==> src/rtl/pixel_map_scanner.sv <==
// Frame-scan initiator: walks destination pixels in raster order, asks pixel_map for the source
// coordinate, copies the source pixel (or BLANK when out of frame) into the destination frame.
//
// state    | meaning
// IDLE     | waiting for start
// ISSUE    | present current (x,y) to pixel_map, load settle timer
// SETTLE   | let pixel_map settle, map_ready ignored
// WAIT_MAP | wait for map_ready, bounds-check and latch source address
// READ     | hold src_addr for RD_LAT cycles, then capture src_data
// WRITE    | one destination write strobe
// NEXT     | advance raster position or finish the frame
module pixel_map_scanner #(
  parameter int H_RES  = 640,
  parameter int V_RES  = 480,
  parameter int PIX_W  = 12,
  parameter int SETTLE = 4,
  parameter int RD_LAT = 2,
  parameter logic [PIX_W-1:0] BLANK = '0
) (
  input  logic                clock,
  input  logic                reset_n,
  input  logic                start,
  output logic                busy,
  output logic                done,
  output logic [9:0]          map_x,
  output logic [8:0]          map_y,
  input  logic [9:0]          map_ox,
  input  logic [8:0]          map_oy,
  input  logic signed [36:0]  map_ox_signed,
  input  logic signed [36:0]  map_oy_signed,
  input  logic                map_ready,
  output logic [18:0]         src_addr,
  input  logic [PIX_W-1:0]    src_data,
  output logic [18:0]         dst_addr,
  output logic [PIX_W-1:0]    dst_data,
  output logic                dst_we
);

  localparam int CNT_MAX = (SETTLE > RD_LAT) ? SETTLE : RD_LAT;
  localparam int CNT_W   = (CNT_MAX < 2) ? 1 : $clog2(CNT_MAX + 1);

  localparam logic [CNT_W-1:0]   CNT_ONE = CNT_W'(1);
  localparam logic [9:0]         X_LAST  = 10'(H_RES - 1);
  localparam logic [8:0]         Y_LAST  = 9'(V_RES - 1);
  localparam logic [18:0]        H_MUL   = 19'(H_RES);
  localparam logic signed [36:0] H_LIM   = 37'(H_RES);
  localparam logic signed [36:0] V_LIM   = 37'(V_RES);

  typedef enum logic [2:0] {
    S_IDLE,
    S_ISSUE,
    S_SETTLE,
    S_WAIT_MAP,
    S_READ,
    S_WRITE,
    S_NEXT
  } state_t;

  state_t           state;
  state_t           state_nx;
  logic [CNT_W-1:0] cnt;
  logic             last_pix;
  logic             in_frame;
  logic [18:0]      src_calc;
  logic [18:0]      dst_calc;

  assign last_pix = (map_x == X_LAST) && (map_y == Y_LAST);

  // Full-width signed compare so negative or huge mapped values never alias into the frame.
  assign in_frame = (map_ox_signed >= 37'sd0) && (map_ox_signed < H_LIM) &&
                    (map_oy_signed >= 37'sd0) && (map_oy_signed < V_LIM);

  assign src_calc = 19'(map_oy) * H_MUL + 19'(map_ox);
  assign dst_calc = 19'(map_y) * H_MUL + 19'(map_x);

  always_ff @(posedge clock or negedge reset_n) begin
    if (!reset_n) begin
      state <= S_IDLE;
    end else begin
      state <= state_nx;
    end
  end

  always_comb begin
    state_nx = state;
    unique case (state)
      S_IDLE:     if (start) state_nx = S_ISSUE;
      S_ISSUE:    state_nx = (SETTLE == 0) ? S_WAIT_MAP : S_SETTLE;
      S_SETTLE:   if (cnt == CNT_ONE) state_nx = S_WAIT_MAP;
      S_WAIT_MAP: if (map_ready) state_nx = in_frame ? S_READ : S_WRITE;
      S_READ:     if (cnt == CNT_ONE) state_nx = S_WRITE;
      S_WRITE:    state_nx = S_NEXT;
      S_NEXT:     state_nx = last_pix ? S_IDLE : S_ISSUE;
      default:    state_nx = S_IDLE;
    endcase
  end

  always_comb begin
    busy   = (state != S_IDLE) && !((state == S_NEXT) && last_pix);
    done   = (state == S_NEXT) && last_pix;
    dst_we = (state == S_WRITE);
  end

  // map_x/map_y only move on the edge into ISSUE, so they are stable for the whole pixel.
  always_ff @(posedge clock or negedge reset_n) begin
    if (!reset_n) begin
      map_x    <= '0;
      map_y    <= '0;
      cnt      <= '0;
      src_addr <= '0;
      dst_addr <= '0;
      dst_data <= '0;
    end else begin
      if ((state == S_IDLE) && start) begin
        map_x <= '0;
        map_y <= '0;
      end else if ((state == S_NEXT) && !last_pix) begin
        if (map_x == X_LAST) begin
          map_x <= '0;
          map_y <= map_y + 9'd1;
        end else begin
          map_x <= map_x + 10'd1;
        end
      end

      case (state)
        S_ISSUE: cnt <= CNT_W'(SETTLE);
        S_SETTLE: cnt <= cnt - CNT_ONE;
        S_WAIT_MAP: begin
          if (map_ready) begin
            if (in_frame) begin
              src_addr <= src_calc;
              cnt      <= CNT_W'(RD_LAT);
            end else begin
              dst_data <= BLANK;
              dst_addr <= dst_calc;
            end
          end
        end
        S_READ: begin
          cnt <= cnt - CNT_ONE;
          if (cnt == CNT_ONE) begin
            dst_data <= src_data;
            dst_addr <= dst_calc;
          end
        end
        default: ;
      endcase
    end
  end

endmodule

==> config.mk <==
export PLATFORM = sky130hd
export DESIGN_NAME = pixel_map_scanner
export DESIGN_NICKNAME = d
export VERILOG_FILES = /design/src/rtl/pixel_map_scanner.sv
export SDC_FILE = /design/constraint.sdc
export NUM_CORES = 1
export LEC_CHECK = 0
export BUFFER_PORTS_ARGS = -buffer_cell sky130_fd_sc_hd__clkbuf_2
export CAP_MARGIN = 40
export CORE_MARGIN = 2
export CORE_UTILIZATION = 35
export DETAILED_ROUTE_END_ITERATION = 8
export GPL_TIMING_DRIVEN = 1
export PLACE_DENSITY = 0.56
export SYNTH_ARGS = -nofsm -noshare
export SYNTH_HDL_FRONTEND = slang
export SYNTH_SLANG_ARGS = --single-unit
==> constraint.sdc <==
create_clock -name clock -period 3.3 [get_ports clock]
set_input_delay 0.165 -clock clock [delete_from_list [all_inputs] [get_ports clock]]
set_output_delay 0.165 -clock clock [all_outputs]
set_load 0.03 [all_outputs]
==> results.toml <==
[pwr]
max-vdd-ir-drop_v = 0.000228
power.static_leakage_nw = 3.11
pwr_density_cell_nw_per_um2 = 676

[finish]
final-seq-area_um2 = 1880
multi_input_comb_area_um2 = 2800
fillerInstances = 1342
post_route_cells_drive_above_1_share_pct = 34.0
flow.area_growth_from_synthesis_pct = 28.1
design.final.nets = 830
post_layout_instance_count_excluding_filler_cells = 863
antenna_cells = 0

[drt]
detailroute.via_count = 4374
vias_per_cell = 5.07
drc = 0
postRouteWirelength_mm = 12.1
remaining_antenna_violation_count_after_routing = 0
drt_pass1_iterations = 4
routed_wire_length_per_instance_um = 14.0
drt_first_iter_violations = 152

[setup_path]
path_max_fanout = 8
critPathCaptureType = "register"
max_stage_delay_ns = 0.47
worst_r2r_startpoint = "map_y[3]$_DFFE_PN0P_"
critical_path.n_buffers_inverters = 1
timing.reg2reg.worst_path_depth = 9
critPathArrivalTime_ns = 3.26
r2r_setup_slack_ns = 0.29
reg2reg_to = "dst_addr[17]$_DFFE_PN0P_"
path_class = "register to register"
worst_path_max_delay_cell = "sky130_fd_sc_hd__dfrtp_1"
path_cells = "ha_1 > ha_1 > inv_1 > fa_1 > xnor2_1 > nor3b_1 > nand3_1 > or4_1 > a31oi_1"
most_frequent_cell_on_critical_path = "sky130_fd_sc_hd__ha_1"
critical_path_required_time_ns = 3.55
timing.critical_path.max_delay_family = "simple AND/OR/NAND/NOR gates"
timing.critical_path.from_type = "register"

[min_path]
hold_path_startpoint = "src_data[1]"
worst_hold_path_type = "primary input to register"
hold_path_end = "dst_data[1]$_DFFE_PN0P_"
min_delay_path_depth = 3

[floorplan]
fp.dieW_um = 123
die-area_um2 = 15000
die_height_um = 123
coreArea_um2 = 13800
core.rowCount = 43
num_ports = 181
floorplan.initialDensity_pct = 35.6

[sta]
fin_ws_ns = 0.288
unrepaired_setup_endpoints_after_global_routing = "false"
timing.slew.headroom_pct = 43.8
final.min_clock_period_ns = 3.01
final_max_slew_viol_count = 0
setup_total_negative_slack_ns = 0
report.final.setup_viol = 0
clock_skew_ns = 0.00600
worst_slew_pin_slew_ns = 0.831
fin_crit_sh_pct = 91.3
timing.hold.ws_ns = 0.0578
number_of_hold_violations_in_the_final_report = 0
max_clock_freq_ghz = 0.332

[global_route]
grt_max_degree = 64
gr-total-overflow = 0
grt_pass1_vias = 4317
antenna_found_initial = 0
global_route_wire_length_before_repair_mm = 19.9
grt_use_total_pct = 16.4

[placed_design]
detailedPlace.worstSlack_ns = 0.336
place_congestion = 0.849
placed_cells_incl_taps = 847
dp_hpwl_mm = 9.39
port_buffers = 168

[synth]
synth.ff_latch_count = 75
synthArstFlopShare_pct = 100
ys_warn_count = 0
netlist_instances = 512
synth.lib_cells_used.distinct = 67
yosysSeqAreaShare_pct = 38.1
synth-main-ff-cell = "sky130_fd_sc_hd__dfrtp_1"
synth_nets = 663
synth_enable_flop_cells = 0
syn_area_per_cell_um2 = 9.62
synth_area_um2 = 4920

[status]
run_status = "complete, no violations"

[cts]
cts_root_buf = "sky130_fd_sc_hd__clkbuf_16"
cts_inserted_buffers = 9
clock_sink_count = 75
cts.reportedPaths.clkPinSlew_ns = 0.06
clk_path_buf_depth = 2
cts_tree = "yes"
cts-resized-gates = 0
cts_htree_levels = 3
clk_latency_ns = 0.33

[flow_run]
cap_viol_max_count = 0
## registers in the layout (all words and copies together) (netlist names)
signal / flops
cnt: 3
dst_addr: 19
dst_data: 12
map_x: 10
map_y: 9
src_addr: 19
state: 3
## placed cells by master, fill, tap and decap left out, types with 3 or more instances in the layout
| cell type | count |
|---|---|
| sky130_fd_sc_hd__a211oi_1 | 3 |
| sky130_fd_sc_hd__a21o_1 | 4 |
| sky130_fd_sc_hd__a21oi_1 | 26 |
| sky130_fd_sc_hd__a31oi_1 | 5 |
| sky130_fd_sc_hd__and3_1 | 6 |
| sky130_fd_sc_hd__buf_4 | 9 |
| sky130_fd_sc_hd__bufinv_16 | 3 |
| sky130_fd_sc_hd__clkbuf_16 | 9 |
| sky130_fd_sc_hd__clkbuf_2 | 167 |
| sky130_fd_sc_hd__dfrtp_1 | 75 |
| sky130_fd_sc_hd__fa_1 | 4 |
| sky130_fd_sc_hd__ha_1 | 38 |
| sky130_fd_sc_hd__inv_1 | 33 |
| sky130_fd_sc_hd__mux2_2 | 13 |
| sky130_fd_sc_hd__mux2_4 | 5 |
| sky130_fd_sc_hd__nand2_1 | 28 |
| sky130_fd_sc_hd__nand3_1 | 21 |
| sky130_fd_sc_hd__nand4_1 | 13 |
| sky130_fd_sc_hd__nor2_1 | 40 |
| sky130_fd_sc_hd__nor2b_1 | 5 |
| sky130_fd_sc_hd__nor3_1 | 6 |
| sky130_fd_sc_hd__nor3b_1 | 5 |
| sky130_fd_sc_hd__nor4_1 | 14 |
| sky130_fd_sc_hd__o21a_1 | 11 |
| sky130_fd_sc_hd__o21ai_0 | 43 |
| sky130_fd_sc_hd__or2_2 | 3 |
| sky130_fd_sc_hd__or3_1 | 4 |
| sky130_fd_sc_hd__xnor2_1 | 18 |
| sky130_fd_sc_hd__xor2_1 | 17 |
## tightest hold or removal path, delay by kind of cell
kind / cells / cell delay, ns
buffers and inverters: 1 / 0.08
AND/OR/NAND/NOR: 1 / 0.05
AO/OA/AOI/OAI: 1 / 0.06
## routing by layer
metal / vias up / track usage [%] / wire, µm
met1: 2054 / 20.5 / 5490
met2: 118 / 27.7 / 5740
met3: 19 / 3.53 / 634
li1: 2183 / - / -
met4: 0 / 6.47 / 228
met5: - / 0 / 0
## power breakdown
part           switching (W)  internal (W)  leakage (nW)
clock network       0.000391      0.000737         0.158
logic                0.00110      0.000673          1.96
registers           0.000226       0.00113         0.992
## worst max path at each step
stage,depth (start not counted),start,end,slack [ns]
after floorplan,10,map_y[3]$_DFFE_PN0P_,dst_addr[18]$_DFFE_PN0P_,0.39
after global placement,10,map_y[3]$_DFFE_PN0P_,dst_addr[18]$_DFFE_PN0P_,0.40
after detailed placement,10,map_y[3]$_DFFE_PN0P_,dst_addr[18]$_DFFE_PN0P_,0.34
after CTS,9,map_y[3]$_DFFE_PN0P_,dst_addr[17]$_DFFE_PN0P_,0.23
after global routing,9,map_y[3]$_DFFE_PN0P_,dst_addr[17]$_DFFE_PN0P_,0.07
final,9,map_y[3]$_DFFE_PN0P_,dst_addr[17]$_DFFE_PN0P_,0.29
## layout make-up
class	instances	area share (%)
tap	180	3.57
clock inverter	6	1.80
timing repair buffer	178	14.9
inverter	35	2.08
clock buffer	9	3.57
multi-input combinational	380	44.3
sequential	75	29.8
## cells in the mapped netlist, drive strengths merged (4+ instances only)
master | n | share of area (%)
nor2 | 40 | 3.0
nand4 | 13 | 1.7
and3 | 6 | 0.76
a21oi | 27 | 3.0
xor2 | 17 | 3.0
ha | 38 | 9.7
xnor2 | 18 | 3.2
o31ai | 4 | 0.81
o21a | 11 | 1.7
or3 | 5 | 0.74
mux2 | 18 | 4.5
buf | 12 | 1.8
nor2b | 6 | 0.91
fa | 4 | 1.6
nor3 | 6 | 0.61
inv | 35 | 2.7
clkbuf | 10 | 0.76
nand2 | 29 | 2.4
nor4 | 15 | 2.2
nor3b | 5 | 0.76
dfrtp | 75 | 38
o21ai | 44 | 4.5
a31oi | 5 | 0.64
a21o | 4 | 0.61
nand3 | 21 | 2.1
## repair_timing
action / CTS / global route
endpoints found under the setup margin: 0 / 0
hold buffers: 1 / 0
endpoints found under the hold margin: 66 / 0
buffers inserted: 0 / 0
## through the flow
| stage | instance area [µm²] | power, W | util (%) |
|---|---|---|---|
| 3_3_place_gp | 5930 | 0.00310 | 42.9 |
| 2_1_floorplan | 4920 | 0.00267 | - |
| 6_report | 6310 | 0.00426 | 45.6 |
| 3_5_place_dp | 5960 | 0.00315 | 43.1 |
| 4_1_cts | 6310 | 0.00433 | 45.6 |
| 5_1_grt | 6310 | 0.00458 | 45.6 |
## cells by family after synthesis
kind of cell	Yosys count	synth area share, %
AO/OA/AOI/OAI	119	16.1
flip-flops	75	38.1
buffers and inverters	57	5.24
XOR/XNOR	35	6.23
multiplexers	18	4.50
adder cells (fa/ha/maj)	42	11.3
AND/OR/NAND/NOR	166	18.5
No activity file was read; power rests on OpenSTA's default activity.
